==> config.mk <==
export PLATFORM = sky130hd
export DESIGN_NAME = seg_display_sched
export DESIGN_NICKNAME = d
export VERILOG_FILES = /design/src/rtl/seg_display_sched.sv
export SDC_FILE = /design/constraint.sdc
export NUM_CORES = 1
export LEC_CHECK = 0
export ABC_CLOCK_PERIOD_IN_PS = 4300
export BUFFER_PORTS_ARGS = -buffer_cell sky130_fd_sc_hd__buf_2
export CAP_MARGIN = 40
export CORE_MARGIN = 3
export CORE_UTILIZATION = 52
export CTS_BUF_LIST = sky130_fd_sc_hd__clkbuf_16
export CTS_CLUSTER_SIZE = 24
export DETAILED_ROUTE_END_ITERATION = 8
export GPL_TIMING_DRIVEN = 0
export HOLD_SLACK_MARGIN = 0.03
export PLACE_DENSITY_LB_ADDON = 0.3
export SETUP_SLACK_MARGIN = 0.3
export SYNTH_ARGS = -nofsm -noshare
export SYNTH_HDL_FRONTEND = slang
export SYNTH_SLANG_ARGS = --single-unit
==> constraint.sdc <==
create_clock -name clk -period 4.3 [get_ports clk]
set_input_delay 1.29 -clock clk [delete_from_list [all_inputs] [get_ports clk]]
set_output_delay 1.29 -clock clk [all_outputs]
set_load 0.02 [all_outputs]
==> src/rtl/seg_display_sched.sv <==
`default_nettype none
// ============================================================================
//  Module      : seg_display_sched
//  Description : Time-slices one 8-digit seven-segment display bank between
//                N_REQ requesters. Each valid requester holds the display for
//                DWELL cycles in round-robin order. The block also provides a
//                hold control, a manual force-select override and blinking of
//                the status digits while the shown requester reports an error.
//
//  Ports       : clk         system clock
//                rst         synchronous active-high reset
//                req_valid   [N_REQ]     requester i wants display time
//                req_value   [16*N_REQ]  16-bit value of requester i
//                req_status  [2*N_REQ]   0 idle, 1 run, 2 done, 3 err
//                hold        freeze the slot timer
//                force_en    override round-robin with force_id
//                force_id    [4]         requester shown while forced
//                digit_code  [40]        digit k code at [5k+4:5k], digit 7 leftmost
//                cur_id      [4]         requester currently shown
//                cur_valid   a requester is currently shown
//                slot_tick   one-cycle pulse on a dwell-expiry switch
//
//  Revision    : 1.0  initial release
// ============================================================================
module seg_display_sched #(
    parameter int N_REQ      = 4,
    parameter int DWELL      = 50000000,
    parameter int BLINK_HALF = 12500000
) (
    input  logic                 clk,
    input  logic                 rst,
    input  logic [N_REQ-1:0]     req_valid,
    input  logic [16*N_REQ-1:0]  req_value,
    input  logic [2*N_REQ-1:0]   req_status,
    input  logic                 hold,
    input  logic                 force_en,
    input  logic [3:0]           force_id,
    output logic [39:0]          digit_code,
    output logic [3:0]           cur_id,
    output logic                 cur_valid,
    output logic                 slot_tick
);

    localparam int c_DW = $clog2(DWELL);
    localparam int c_BW = (BLINK_HALF > 1) ? $clog2(BLINK_HALF) : 1;
    localparam logic [c_DW-1:0] c_DWELL_LAST = c_DW'(DWELL - 1);
    localparam logic [c_BW-1:0] c_BLINK_LAST = c_BW'(BLINK_HALF - 1);
    localparam logic [4:0]      c_NREQ5      = 5'(N_REQ);

    // Digit decoder codes
    localparam logic [4:0] c_E   = 5'd14;
    localparam logic [4:0] c_D   = 5'd13;
    localparam logic [4:0] c_N   = 5'd19;
    localparam logic [4:0] c_R   = 5'd22;
    localparam logic [4:0] c_U   = 5'd25;
    localparam logic [4:0] c_O   = 5'd20;
    localparam logic [4:0] c_F   = 5'd15;
    localparam logic [4:0] c_OFF = 5'd27;

    typedef enum logic [0:0] {
        ST_BLANK = 1'b0,
        ST_SHOW  = 1'b1
    } state_t;

    state_t             r_state, w_state_n;
    logic [3:0]         r_cur_id, w_id_n;
    logic [c_DW-1:0]    r_cnt, w_cnt_n;
    logic [c_BW-1:0]    r_bcnt, w_bcnt_n;
    logic               r_phase, w_phase_n;
    logic               r_force_q;
    logic               r_valid, r_tick, w_tick_n;
    logic [39:0]        r_digit;

    // ------------------------------------------------------------------------
    // Requester inputs widened to 16 entries so a 4-bit id can index them
    // directly; unused entries read as invalid / zero.
    // ------------------------------------------------------------------------
    logic [15:0] w_val [16];
    logic [1:0]  w_sts [16];
    logic [15:0] w_valid16;

    for (genvar gi = 0; gi < 16; gi++) begin : g_unpack
        if (gi < N_REQ) begin : g_used
            assign w_val[gi]     = req_value[16*gi +: 16];
            assign w_sts[gi]     = req_status[2*gi +: 2];
            assign w_valid16[gi] = req_valid[gi];
        end else begin : g_unused
            assign w_val[gi]     = 16'h0000;
            assign w_sts[gi]     = 2'd0;
            assign w_valid16[gi] = 1'b0;
        end
    end

    // ------------------------------------------------------------------------
    // Round-robin search. next(cur) is the lowest valid index above cur, or,
    // failing that, the lowest valid index overall (which may be cur itself).
    // An out-of-range cur simply falls through to the lowest valid index.
    // ------------------------------------------------------------------------
    logic [3:0] w_first, w_after, w_next;
    logic       w_found_after, w_any, w_cur_vld;

    always_comb begin
        w_first       = 4'd0;
        w_after       = 4'd0;
        w_found_after = 1'b0;
        for (int j = 15; j >= 0; j--) begin
            if (w_valid16[j]) begin
                w_first = 4'(j);
                if (4'(j) > r_cur_id) begin
                    w_after       = 4'(j);
                    w_found_after = 1'b1;
                end
            end
        end
        w_next    = w_found_after ? w_after : w_first;
        w_any     = |req_valid;
        w_cur_vld = w_valid16[r_cur_id];
    end

    // ------------------------------------------------------------------------
    // Next-state logic
    // ------------------------------------------------------------------------
    always_comb begin
        w_state_n = r_state;
        w_id_n    = r_cur_id;
        w_cnt_n   = r_cnt;
        w_tick_n  = 1'b0;
        case (r_state)
            ST_BLANK: begin
                w_cnt_n = '0;
                if (force_en) begin
                    w_state_n = ST_SHOW;
                    w_id_n    = force_id;
                end else if (w_any) begin
                    w_state_n = ST_SHOW;
                    w_id_n    = w_first;
                end
            end
            ST_SHOW: begin
                if (force_en) begin
                    w_id_n  = force_id;
                    w_cnt_n = '0;
                end else if (r_force_q || !w_cur_vld) begin
                    // Leaving force, or the shown requester went away: keep the
                    // current id if it is still valid, else move on. No tick.
                    w_cnt_n = '0;
                    if (!w_cur_vld) begin
                        if (w_any) begin
                            w_id_n = w_next;
                        end else begin
                            w_state_n = ST_BLANK;
                            w_id_n    = 4'd0;
                        end
                    end
                end else if (hold) begin
                    w_cnt_n = r_cnt;
                end else if (r_cnt == c_DWELL_LAST) begin
                    w_id_n   = w_next;
                    w_cnt_n  = '0;
                    w_tick_n = 1'b1;
                end else begin
                    w_cnt_n = r_cnt + c_DW'(1);
                end
            end
            default: begin
                w_state_n = ST_BLANK;
                w_id_n    = 4'd0;
                w_cnt_n   = '0;
            end
        endcase
    end

    // ------------------------------------------------------------------------
    // Blink timer and display image for the state being entered
    // ------------------------------------------------------------------------
    logic           w_blast, w_show_n;
    logic [1:0]     w_sts_n;
    logic [15:0]    w_val_n;
    logic [7:0][4:0] w_dig;

    always_comb begin
        w_blast   = (r_bcnt == c_BLINK_LAST);
        w_bcnt_n  = w_blast ? '0 : r_bcnt + c_BW'(1);
        w_phase_n = w_blast ? ~r_phase : r_phase;

        w_show_n  = (w_state_n == ST_SHOW) && ({1'b0, w_id_n} < c_NREQ5);
        w_sts_n   = w_sts[w_id_n];
        w_val_n   = w_val[w_id_n];

        w_dig = {8{c_OFF}};
        if (w_show_n) begin
            case (w_sts_n)
                2'd0:    begin w_dig[7] = c_O; w_dig[6] = c_F; w_dig[5] = c_F; end
                2'd1:    begin w_dig[7] = c_R; w_dig[6] = c_U; w_dig[5] = c_N; end
                2'd2:    begin w_dig[7] = c_E; w_dig[6] = c_N; w_dig[5] = c_D; end
                default: begin w_dig[7] = c_E; w_dig[6] = c_R; w_dig[5] = c_R; end
            endcase
            if (w_sts_n == 2'd3 && w_phase_n) begin
                w_dig[7] = c_OFF;
                w_dig[6] = c_OFF;
                w_dig[5] = c_OFF;
            end
            w_dig[4] = {1'b0, w_id_n};
            w_dig[3] = {1'b0, w_val_n[15:12]};
            w_dig[2] = {1'b0, w_val_n[11:8]};
            w_dig[1] = {1'b0, w_val_n[7:4]};
            w_dig[0] = {1'b0, w_val_n[3:0]};
        end
    end

    // ------------------------------------------------------------------------
    // Registers
    // ------------------------------------------------------------------------
    always_ff @(posedge clk) begin
        if (rst) begin
            r_state   <= ST_BLANK;
            r_cur_id  <= 4'd0;
            r_cnt     <= '0;
            r_bcnt    <= '0;
            r_phase   <= 1'b0;
            r_force_q <= 1'b0;
            r_valid   <= 1'b0;
            r_tick    <= 1'b0;
            r_digit   <= {8{c_OFF}};
        end else begin
            r_state   <= w_state_n;
            r_cur_id  <= w_id_n;
            r_cnt     <= w_cnt_n;
            r_bcnt    <= w_bcnt_n;
            r_phase   <= w_phase_n;
            r_force_q <= force_en;
            r_valid   <= w_show_n;
            r_tick    <= w_tick_n;
            r_digit   <= w_dig;
        end
    end

    assign digit_code = r_digit;
    assign cur_id     = r_cur_id;
    assign cur_valid  = r_valid;
    assign slot_tick  = r_tick;

endmodule
`default_nettype wire

==> results of run 1 <==
==> sequential cells by signal (all words and copies together), names as in the netlist <==
name	flops
r_phase	1
r_force_q	1
cur_valid	1
cur_id	4
digit_code	33
slot_tick	1
r_cnt	26
r_state	1
r_bcnt	24
==> how the worst min path moves through the flow <==
stage / endpoint / start / slack (ps) / cells after the start
2_1_floorplan: r_bcnt[0] / r_bcnt[0] / 430 / 1
3_3_place_gp: r_bcnt[0] / r_bcnt[0] / 440 / 1
3_5_place_dp: r_bcnt[0] / r_bcnt[0] / 450 / 1
4_1_cts: r_bcnt[0] / r_bcnt[0] / 470 / 1
5_1_grt: r_bcnt[0] / r_bcnt[0] / 500 / 1
6_report: r_bcnt[0] / r_bcnt[0] / 470 / 1
==> metal layers <==
metal  global-route usage  vias up  part of all wire
met4               0.0861        0             0.022
met2                0.415      158              0.51
li1                     -     2062                 -
met1                0.282     2014              0.39
met5                    0        -                 0
met3               0.0630       28             0.077
==> power groups by stage <==
stage / Sequential [mW] / Clock (mW) / Combinational [mW]
2_1_floorplan: 0.962 / 0 / 0.181
5_1_grt: 0.907 / 0.763 / 0.402
3_5_place_dp: 0.922 / 0 / 0.338
3_3_place_gp: 0.922 / 0 / 0.332
6_report: 0.904 / 0.721 / 0.373
4_1_cts: 0.904 / 0.723 / 0.350
==> critical path, stage by stage <==
cell,delay [ps]
buf_4,130
or4_4,430
nor4_4,230
a21o_2,210
a211oi_2,90
buf_4,150
buf_6,110
nor3b_1,350
a211oi_4,80
or3b_1,460
ha_1,230
or3_1,350
==> cells in the mapped netlist, types with 2 or more instances <==
| cell type | n | share of area |
|---|---|---|
| ha_1 | 9 | 0.025 |
| buf_12 | 2 | 0.0089 |
| inv_1 | 10 | 0.0084 |
| or4_1 | 4 | 0.0067 |
| nor2b_1 | 2 | 0.0028 |
| o22ai_1 | 5 | 0.0070 |
| nand2b_1 | 6 | 0.0084 |
| and3_1 | 7 | 0.0098 |
| a21oi_1 | 21 | 0.023 |
| nand3_1 | 28 | 0.031 |
| nor4_1 | 7 | 0.0098 |
| a211oi_1 | 2 | 0.0033 |
| dfxtp_1 | 92 | 0.41 |
| buf_2 | 3 | 0.0033 |
| nor3_1 | 10 | 0.011 |
| buf_4 | 7 | 0.012 |
| or3_1 | 13 | 0.018 |
| a22oi_1 | 15 | 0.025 |
| xnor2_1 | 18 | 0.035 |
| nor2_1 | 75 | 0.063 |
| mux2i_1 | 36 | 0.080 |
| nand4_1 | 6 | 0.0084 |
| buf_6 | 2 | 0.0050 |
| clkbuf_1 | 11 | 0.0092 |
| nor3b_1 | 6 | 0.010 |
| or4b_1 | 3 | 0.0067 |
| and2_1 | 2 | 0.0028 |
| a21o_1 | 11 | 0.018 |
| nand2_1 | 35 | 0.029 |
| o21ai_0 | 12 | 0.013 |
| nand3b_1 | 4 | 0.0067 |
| xor2_1 | 15 | 0.029 |
| or2_2 | 4 | 0.0056 |
| or3_4 | 2 | 0.0050 |
==> metrics by stage <==
step / instance area (sq um) / hold slack, ps
after floorplan: 4490 / 430
after CTS: 5590 / 467
after global placement: 5260 / 443
final: 5680 / 466
after detailed placement: 5260 / 452
after global routing: 5680 / 503
==> logic make-up (layout without fill, tap and decap cells) <==
kind of cell               after synthesis  after routing  share of synthesized area
other                                    1              1                   0.000836
DFF                                     92             92                      0.410
buffers and inverters                   36            188                     0.0499
muxes                                   37             37                     0.0828
and+or+nand+nor                        221            221                      0.250
AOI/OAI and AO/OA                       78             78                      0.116
xor gates and xnor gates                33             33                     0.0644
adders and majority gates                9              9                     0.0251
==> what timing repair did <==
action	in CTS	in global routing
pin swaps	5	8
hold endpoints to repair	0	0
setup buffers	1	6
resized for setup	11	12
endpoints found under the setup margin	7	4
==> cell type report <==
| class | instances | area (sq um) | area share |
|---|---|---|---|
| multi-input combinational | 379 | 2500 | 0.440 |
| inverter | 10 | 40.0 | 0.00705 |
| timing repair buffer | 136 | 704 | 0.124 |
| clock buffer | 9 | 225 | 0.0396 |
| sequential | 92 | 1840 | 0.324 |
| buffer | 26 | 198 | 0.0348 |
| tap | 105 | 131 | 0.0231 |
| clock inverter | 7 | 43.8 | 0.00771 |
==> impl_metrics.csv, run 1 <==
group,metric,value,unit
critical_path,crit_type,"input pin to register",
finish,utilization,0.685,
sta,fin_crit,3890,ps
critical_path,critPathLaunchType,"input pin",
critical_path,r2r_slack,580,ps
clock_tree,hold_buffers,0,
clock_tree,htreeDepth,3,
finish,drive_gt1_frac,0.291,
critical_path,arrival,4110,ps
power,power,2.00,mW
critical_path,reg2regPathDepth,12,
synthesis,avgSynthCellArea,8.85,sq um
sta,fin_crit_sh,0.906,
sta,max-slew-margin-rel,0.473,
clock_tree,cts_tree,"built",
critical_path,setup.worst_path.end_class,"register",
finish,fillers,658,
drt,dr.pass1.iters,5,
global_route,grt_max_degree,16,
global_route,grt_overflow,0,
sta,setup_violations,0,
clock_tree,insertion_delay,340,ps
critical_path,crit_path_end,"digit_code[38]",
power,switchingPower,0.556,mW
die,start_util,0.541,
drt,routed_wl,11900,um
finish,syn2layout_area_growth,26.6,%
sta,setup_tns,0,ps
critical_path,critPathMaxFanout,5,
critical_path,startpoint,"hold",
sta,slew_violations,0,
drt,ant_nets,0,
synthesis,yosysWarningCount,0,
power,comb_power_share,0.187,
placement,port_buffers,129,
run,drv_cap,0,
synthesis,seq_area_frac_synth,0.410,
power,power_frac_clock,0.361,
placement,dpl.hpwl,8670,um
synthesis,synth_edf_count,0,
synthesis,ys.flop_type,"dfxtp_1",
clock_tree,clk_path_buf_depth,2,
finish,finalNonFillerCells,764,
synthesis,synth_cells,507,
drt,via_count,4262,
sta,max_slew.worst_pin.slew,783,ps
critical_path,rr_startpoint,"r_cnt[0]",
placement,globalplace.congestion,0.923,
drt,avgViaCountPerCell,5.58,
synthesis,netlist_area,4490,sq um
global_route,grt_first_pass_wirelength,19300,um
placement,dp.cells,741,
finish,final_cell_mix,"131 x buf_2, 92 x dfxtp_1, 75 x nor2_1",
finish,finalNetCount,747,
die,chipHeight,98.9,um
clock_tree,cts_root_buffer,"clkbuf_16",
finish,mostFrequentLayoutCell,"buf_2",
global_route,track_usage,0.239,
sta,grt_setup_unrepaired,"false",
synthesis,ys_types,56,
global_route,grt_pass1_vias,4237,
clock_tree,cts_buffers,9,
drt,drtIter0Drc,149,
die,core,8300,sq um
power,pwr-share-seq,0.453,
critical_path,r2r_end,"digit_code[38]",
power,power_density,352,nW/um^2
die,io_pins,130,
sta,fmax,257,MHz
finish,diodes,0,
sta,setup_slack,405,ps
critical_path,worstPathRequired,4520,ps
power,p_int,1.44,mW
sta,fin_skew,6.28,ps
run_status,status,"finished clean",
power,peakVddDrop,0.000234,V
drt,route.detailed.drc,0,
synthesis,async_flop_share,0,
worst_hold_path,min_path_type,"register to register",
die,die_x,98.9,um
sta,final-hold-violation-count,0,
global_route,antenna_found_initial,0,
synthesis,syn-num-nets,600,
power,p_leak,2.39,nW
die,dieArea,9780,sq um
drt,wl_per_cell,15.6,um
synthesis,ys_ff_latch,92,
placement,dp_slack,-345,ps
power,p_sw_frac,0.278,
clock_tree,clk_pin_slew,60,ps
die,rows,33,
clock_tree,clock-sinks,92,
Note: power is estimated with default switching activity, not from simulation.
==> run 2: changes to the inputs <==
--- a/config.mk
+++ b/config.mk
@@ -5,11 +5,12 @@
 export SDC_FILE = /design/constraint.sdc
 export NUM_CORES = 1
 export LEC_CHECK = 0
+export ABC_AREA = 1
 export ABC_CLOCK_PERIOD_IN_PS = 4300
 export BUFFER_PORTS_ARGS = -buffer_cell sky130_fd_sc_hd__buf_2
 export CAP_MARGIN = 40
 export CORE_MARGIN = 3
-export CORE_UTILIZATION = 52
+export CORE_UTILIZATION = 53
 export CTS_BUF_LIST = sky130_fd_sc_hd__clkbuf_16
 export CTS_CLUSTER_SIZE = 24
 export DETAILED_ROUTE_END_ITERATION = 8
==> impl_metrics.csv, run 2 <==
group,metric,value,unit
synthesis,async_flop_share,0,
clock_tree,cts_tree,"built",
finish,mostFrequentLayoutCell,"nand2_1",
sta,fin_skew,8.43,ps
clock_tree,cts_setup_buffers,0,
finish,final_cell_mix,"158 x nand2_1, 133 x buf_2, 92 x dfxtp_1",
worst_hold_path,hold_path_startpoint,"r_bcnt[0]",
worst_hold_path,min_path_cells,1,
critical_path,cp_slowest_cell,"clkbuf_1",
finish,syn2layout_area_growth,22.0,%
synthesis,yosysWarningCount,0,
synthesis,ys.flop_type,"dfxtp_1",
run,drv_cap,0,
drt,drtIter0Drc,226,
die,chipHeight,103,um
sta,slew_violations,0,
finish,drive_gt1_frac,0.270,
synthesis,avgSynthCellArea,7.17,sq um
clock_tree,hold_buffers,0,
synthesis,yosysMostFrequentCell,"nand2_1",
sta,setup_slack,892,ps
die,core,8930,sq um
power,power_density,349,nW/um^2
critical_path,critPathLaunchType,"input pin",
synthesis,synth_edf_count,0,
critical_path,r2r_end,"digit_code[28]",
drt,dr.pass1.iters,5,
critical_path,max_stage_delay,380,ps
clock_tree,cts_buffers,9,
die,rows,34,
sta,final-hold-violation-count,0,
die,dieArea,10600,sq um
clock_tree,insertion_delay,350,ps
power,p_leak,2.74,nW
drt,route.detailed.drc,0,
critical_path,critPathMaxFanout,10,
drt,ant_nets,0,
placement,port_buffers,128,
global_route,grt_busiest_layer,"met2",
synthesis,synth_largest_area_cell,"dfxtp_1",
clock_tree,cts_root_buffer,"clkbuf_16",
synthesis,synth_common_cells,"158 x nand2_1, 92 x dfxtp_1, 80 x nand3_1, 76 x inv_1, 66 x nor2_1",
drt,via_count,4973,
global_route,grt_pass1_vias,4797,
sta,fmax,293,MHz
sta,fin_crit,3410,ps
finish,finalNonFillerCells,948,
sta,fin_crit_sh,0.793,
synthesis,ys_top_cells_by_area,"dfxtp_1 37%, nand2_1 12%, nand3_1 8.0%",
worst_hold_path,min_path_type,"register to register",
die,die_x,103,um
placement,dp_slack,545,ps
clock_tree,clk_pin_slew,60,ps
finish,largest_reg_flops,33,
finish,finalNetCount,928,
critical_path,setup.worst_path.end_class,"register",
synthesis,ys_types,53,
drt,routed_wl,13100,um
global_route,antenna_found_initial,0,
global_route,met2_usage,0.465,
critical_path,path_cells,"buf_2 -> inv_2 -> a21oi_1 -> or2_1 -> a31oi_2 -> clkbuf_1 -> nand3_1 -> nand3_1 -> nand2_1 -> nand2_2 -> inv_2 -> ha_1 -> inv_1 -> o21ai_2 -> inv_2 -> nand3_1",
synthesis,seq_area_frac_synth,0.369,
power,peakVddDrop,0.000250,V
drt,avgViaCountPerCell,5.25,
synthesis,synth_cells,696,
sta,grt_setup_unrepaired,"false",
critical_path,rr_startpoint,"r_cnt[0]",
critical_path,worstPathRequired,4520,ps
finish,diodes,0,
sta,max_slew.worst_pin.slew,561,ps
clock_tree,htreeDepth,3,
sta,setup_violations,0,
global_route,grt_overflow,0,
placement,dp.cells,932,
placement,dpl.hpwl,10100,um
sta,max-slew-margin-rel,0.623,
critical_path,crit_type,"input pin to register",
synthesis,syn-num-nets,789,
critical_path,reg2regPathDepth,21,
synthesis,yosys.area.top_type_share,0.369,
synthesis,ys_ff_latch,92,
global_route,met3_usage,0.0650,
sta,setup_tns,0,ps
die,start_util,0.559,
critical_path,arrival,3630,ps
clock_tree,clock-sinks,92,
clock_tree,cts_resized,0,
worst_hold_path,holdPathEnd,"r_bcnt[0]",
placement,globalplace.congestion,0.919,
global_route,track_usage,0.255,
clock_tree,clk_path_buf_depth,2,
global_route,grt_first_pass_wirelength,21500,um
run_status,status,"finished clean",
die,io_pins,130,
global_route,met1_usage,0.291,
critical_path,r2r_slack,1360,ps
synthesis,netlist_area,4990,sq um
drt,wl_per_cell,13.8,um
global_route,grt_max_degree,17,
==> run 2: changes by cell type after synthesis, moves of 13 or more <==
cell and change:
a22oi_1 -13, inv_1 +66, inv_2 +13, mux2i_1 -36, nand2_1 +123, nand3_1 +52, or3_1 -13
==> run 2: area by class of cell <==
cell class                 count  area [sq um]
buffer                        27           183
clock buffer                   9           225
clock inverter                 7          98.8
fill                         742          2840
inverter                      91           344
multi-input combinational    486          2620
sequential                    92          1840
tap                          108           135
timing repair buffer         128           641
==> run 2: logic make-up after synthesis <==
group,Yosys count,synth area share
fa+ha+maj,9,0.0226
buf+inv,118,0.106
other cells,1,0.000751
flops,92,0.369
compound gates,65,0.0827
simple gates,392,0.386
xor+xnor,19,0.0333
==> run 2: worst max-delay path: cells and delay by family <==
family	cells	cell delay [ps]
buffers and inverters	6	850
and+or+nand+nor	6	790
AOI/OAI and AO/OA	3	480
adders and majority gates	1	210
==> run 2: metal layers <==
metal / wire, um / vias to the layer above
met5: 0 / -
met4: 251 / 0
met3: 770 / 20
met2: 6970 / 162
met1: 5120 / 2275
li1: - / 2516
==> run 2: worst max-delay path by stage <==
stage	startpoint	endpoint	slack (ps)	depth (start not counted)
floorplan	req_valid[0]	digit_code[33]	1110	14
global placement	req_valid[2]	digit_code[33]	620	16
detailed placement	req_valid[2]	digit_code[28]	540	16
CTS	req_valid[2]	digit_code[28]	880	16
global route	req_valid[0]	digit_code[28]	590	15
finish	req_valid[2]	digit_code[28]	890	16
==> run 2: through the flow <==
stage / total power [mW] / utilization / cell area, sq um / hold slack [ps]
after floorplan: 1.15 / - / 4990 / 418
after global placement: 1.27 / 0.646 / 5770 / 430
after detailed placement: 1.28 / 0.646 / 5770 / 435
after CTS: 2.14 / 0.682 / 6090 / 450
after global routing: 2.22 / 0.682 / 6090 / 465
final: 2.12 / 0.682 / 6090 / 447
==> run 2: report_power, final <==
| part | internal [mW] | switching [mW] | total, mW | leakage [nW] |
|---|---|---|---|---|
| clock network | 0.512 | 0.351 | 0.863 | 0.156 |
| registers | 0.887 | 0.0151 | 0.902 | 0.750 |
| logic | 0.133 | 0.227 | 0.360 | 1.83 |
| total | 1.53 | 0.593 | 2.12 | 2.74 |
==> run 3: changes to the inputs <==
--- a/config.mk
+++ b/config.mk
@@ -5,12 +5,12 @@
 export SDC_FILE = /design/constraint.sdc
 export NUM_CORES = 1
 export LEC_CHECK = 0
-export ABC_AREA = 1
-export ABC_CLOCK_PERIOD_IN_PS = 4300
+export ABC_AREA = 0
+export ABC_CLOCK_PERIOD_IN_PS = 3250
 export BUFFER_PORTS_ARGS = -buffer_cell sky130_fd_sc_hd__buf_2
 export CAP_MARGIN = 40
 export CORE_MARGIN = 3
-export CORE_UTILIZATION = 53
+export CORE_UTILIZATION = 52
 export CTS_BUF_LIST = sky130_fd_sc_hd__clkbuf_16
 export CTS_CLUSTER_SIZE = 24
 export DETAILED_ROUTE_END_ITERATION = 8
==> constraint.sdc (replaced) <==
create_clock -name clk -period 3.25 [get_ports clk]
set_input_delay 0.975 -clock clk [delete_from_list [all_inputs] [get_ports clk]]
set_output_delay 0.975 -clock clk [all_outputs]
set_load 0.02 [all_outputs]
==> impl_metrics.csv, run 3 (synthesized netlist as in run 1, its figures left out) <==
group,metric,value,unit
global_route,grt_pass1_vias,4146,
critical_path,crit_buf_inv,5,
finish,largest_reg_flops,33,
global_route,antenna_found_initial,0,
run_status,status,"complete, but fails checks",
finish,finalNetCount,755,
die,chipHeight,98.9,um
sta,setup_slack,-196,ps
finish,diodes,0,
sta,max-slew-margin-rel,0.547,
die,start_util,0.541,
critical_path,setup.worst_path.end_class,"register",
global_route,grt_max_degree,17,
clock_tree,clk_path_buf_depth,2,
clock_tree,hold_buffers,0,
drt,drtIter0Drc,172,
sta,whs,456,ps
placement,place_area,5310,sq um
finish,fillers,607,
critical_path,critPathMaxFanout,5,
critical_path,critPathLaunchType,"input pin",
critical_path,path_cells,"buf_8 -> or4_4 -> nor4_4 -> a21oi_2 -> a211oi_4 -> or2_4 -> buf_12 -> mux2i_4 -> o22ai_4 -> ha_2 -> inv_2 -> o21a_1 -> clkbuf_8 -> inv_4 -> or3_4",
placement,dp.cells,741,
clock_tree,cts_root_buffer,"clkbuf_16",
sta,slew_violations,0,
critical_path,cp_slowest_cell,"or4_4",
die,io_pins,130,
die,core,8300,sq um
sta,fmax,290,MHz
finish,finalNonFillerCells,772,
power,p_leak,2.50,nW
clock_tree,cts_tree,"built",
die,rows,33,
placement,port_buffers,129,
critical_path,max_stage_delay,430,ps
finish,drive_gt1_frac,0.321,
sta,fin_crit_sh,1.06,
sta,setup_violations,12,
clock_tree,clk_pin_slew,70,ps
drt,route.detailed.drc,0,
drt,dr.pass1.iters,4,
critical_path,arrival,3680,ps
critical_path,worstPathRequired,3480,ps
global_route,track_usage,0.242,
finish,utilization,0.706,
global_route,grt_overflow,0,
sta,max_slew.worst_pin.slew,674,ps
drt,via_count,4261,
drt,routed_wl,12200,um
global_route,grt_first_pass_wirelength,19300,um
run_status,violations,"setup timing",
clock_tree,insertion_delay,350,ps
finish,final_cell_mix,"129 x buf_2, 92 x dfxtp_1, 74 x nor2_1",
clock_tree,clock-sinks,92,
placement,globalplace.congestion,0.887,
die,die_x,98.9,um
sta,fin_skew,13.3,ps
power,power,2.79,mW
clock_tree,htreeDepth,3,
sta,fin_crit,3450,ps
drt,ant_nets,0,
die,dieArea,9780,sq um
placement,dpl.hpwl,8670,um
critical_path,path_delay_family,"simple AND/OR/NAND/NOR gates",
sta,grt_setup_unrepaired,"true",
critical_path,crit_type,"input pin to register",
placement,dp_slack,-730,ps
sta,setup_tns,-939,ps
power,peakVddDrop,0.000286,V
drt,wl_per_cell,15.8,um
run,drv_cap,0,
worst_hold_path,min_path_type,"register to register",
finish,syn2layout_area_growth,30.7,%
sta,final-hold-violation-count,0,
clock_tree,cts_buffers,9,
drt,avgViaCountPerCell,5.52,
finish,mostFrequentLayoutCell,"buf_2",
finish,fin_area,5860,sq um
power,power_density,475,nW/um^2
[run 3: area by class of cell]
type | count | area (sq um) | area share
Tap cell | 105 | 131 | 0.0224
Clock inverter | 7 | 73.8 | 0.0126
Timing Repair Buffer | 144 | 781 | 0.133
Sequential cell | 92 | 1840 | 0.314
Multi-Input combinational cell | 379 | 2570 | 0.439
Buffer | 26 | 198 | 0.0337
Clock buffer | 9 | 225 | 0.0384
Inverter | 10 | 40.0 | 0.00683
[run 3: path summary, 6_finish.rpt]
| kind | startpoint | end | slack [ps] | depth (start not counted) |
|---|---|---|---|---|
| setup / recovery | hold | digit_code[28] | -200 | 15 |
| hold / removal | r_bcnt[0] | r_bcnt[0] | 460 | 1 |
| setup reg to reg | r_cnt[18] | digit_code[28] | -120 | 14 |
| hold reg to reg | r_bcnt[0] | r_bcnt[0] | 460 | 1 |
[run 3: power by group]
part | leakage, nW | internal [mW] | total [mW] | switching, mW
registers | 0.751 | 1.17 | 1.20 | 0.0224
logic | 1.60 | 0.245 | 0.535 | 0.290
clock network | 0.148 | 0.600 | 1.06 | 0.455
total | 2.50 | 2.02 | 2.79 | 0.768
[run 3: timing repair]
item / 4_1_cts / 5_1_grt
pin swaps: 7 / 8
resized for setup: 17 / 18
setup buffers: 10 / 5
setup endpoints to repair: 22 / 28
[run 3: worst register-to-register path: stages (launching register included)]
cell	delay [ps]
dfxtp_1	360
or4b_4	590
nor4_4	350
a21oi_2	110
a211oi_4	270
or2_4	190
buf_12	130
mux2i_4	290
o22ai_4	100
ha_2	190
inv_2	50
o21a_1	130
clkbuf_8	150
inv_4	40
or3_4	330
[run 3: per-layer routing]
| layer | GRT usage | up-vias | routed length, um |
|---|---|---|---|
| met5 | 0 | - | 0 |
| met4 | 0.0756 | 0 | 314 |
| met3 | 0.0736 | 26 | 940 |
| met2 | 0.425 | 149 | 6110 |
| met1 | 0.282 | 2005 | 4840 |
| li1 | - | 2081 | - |
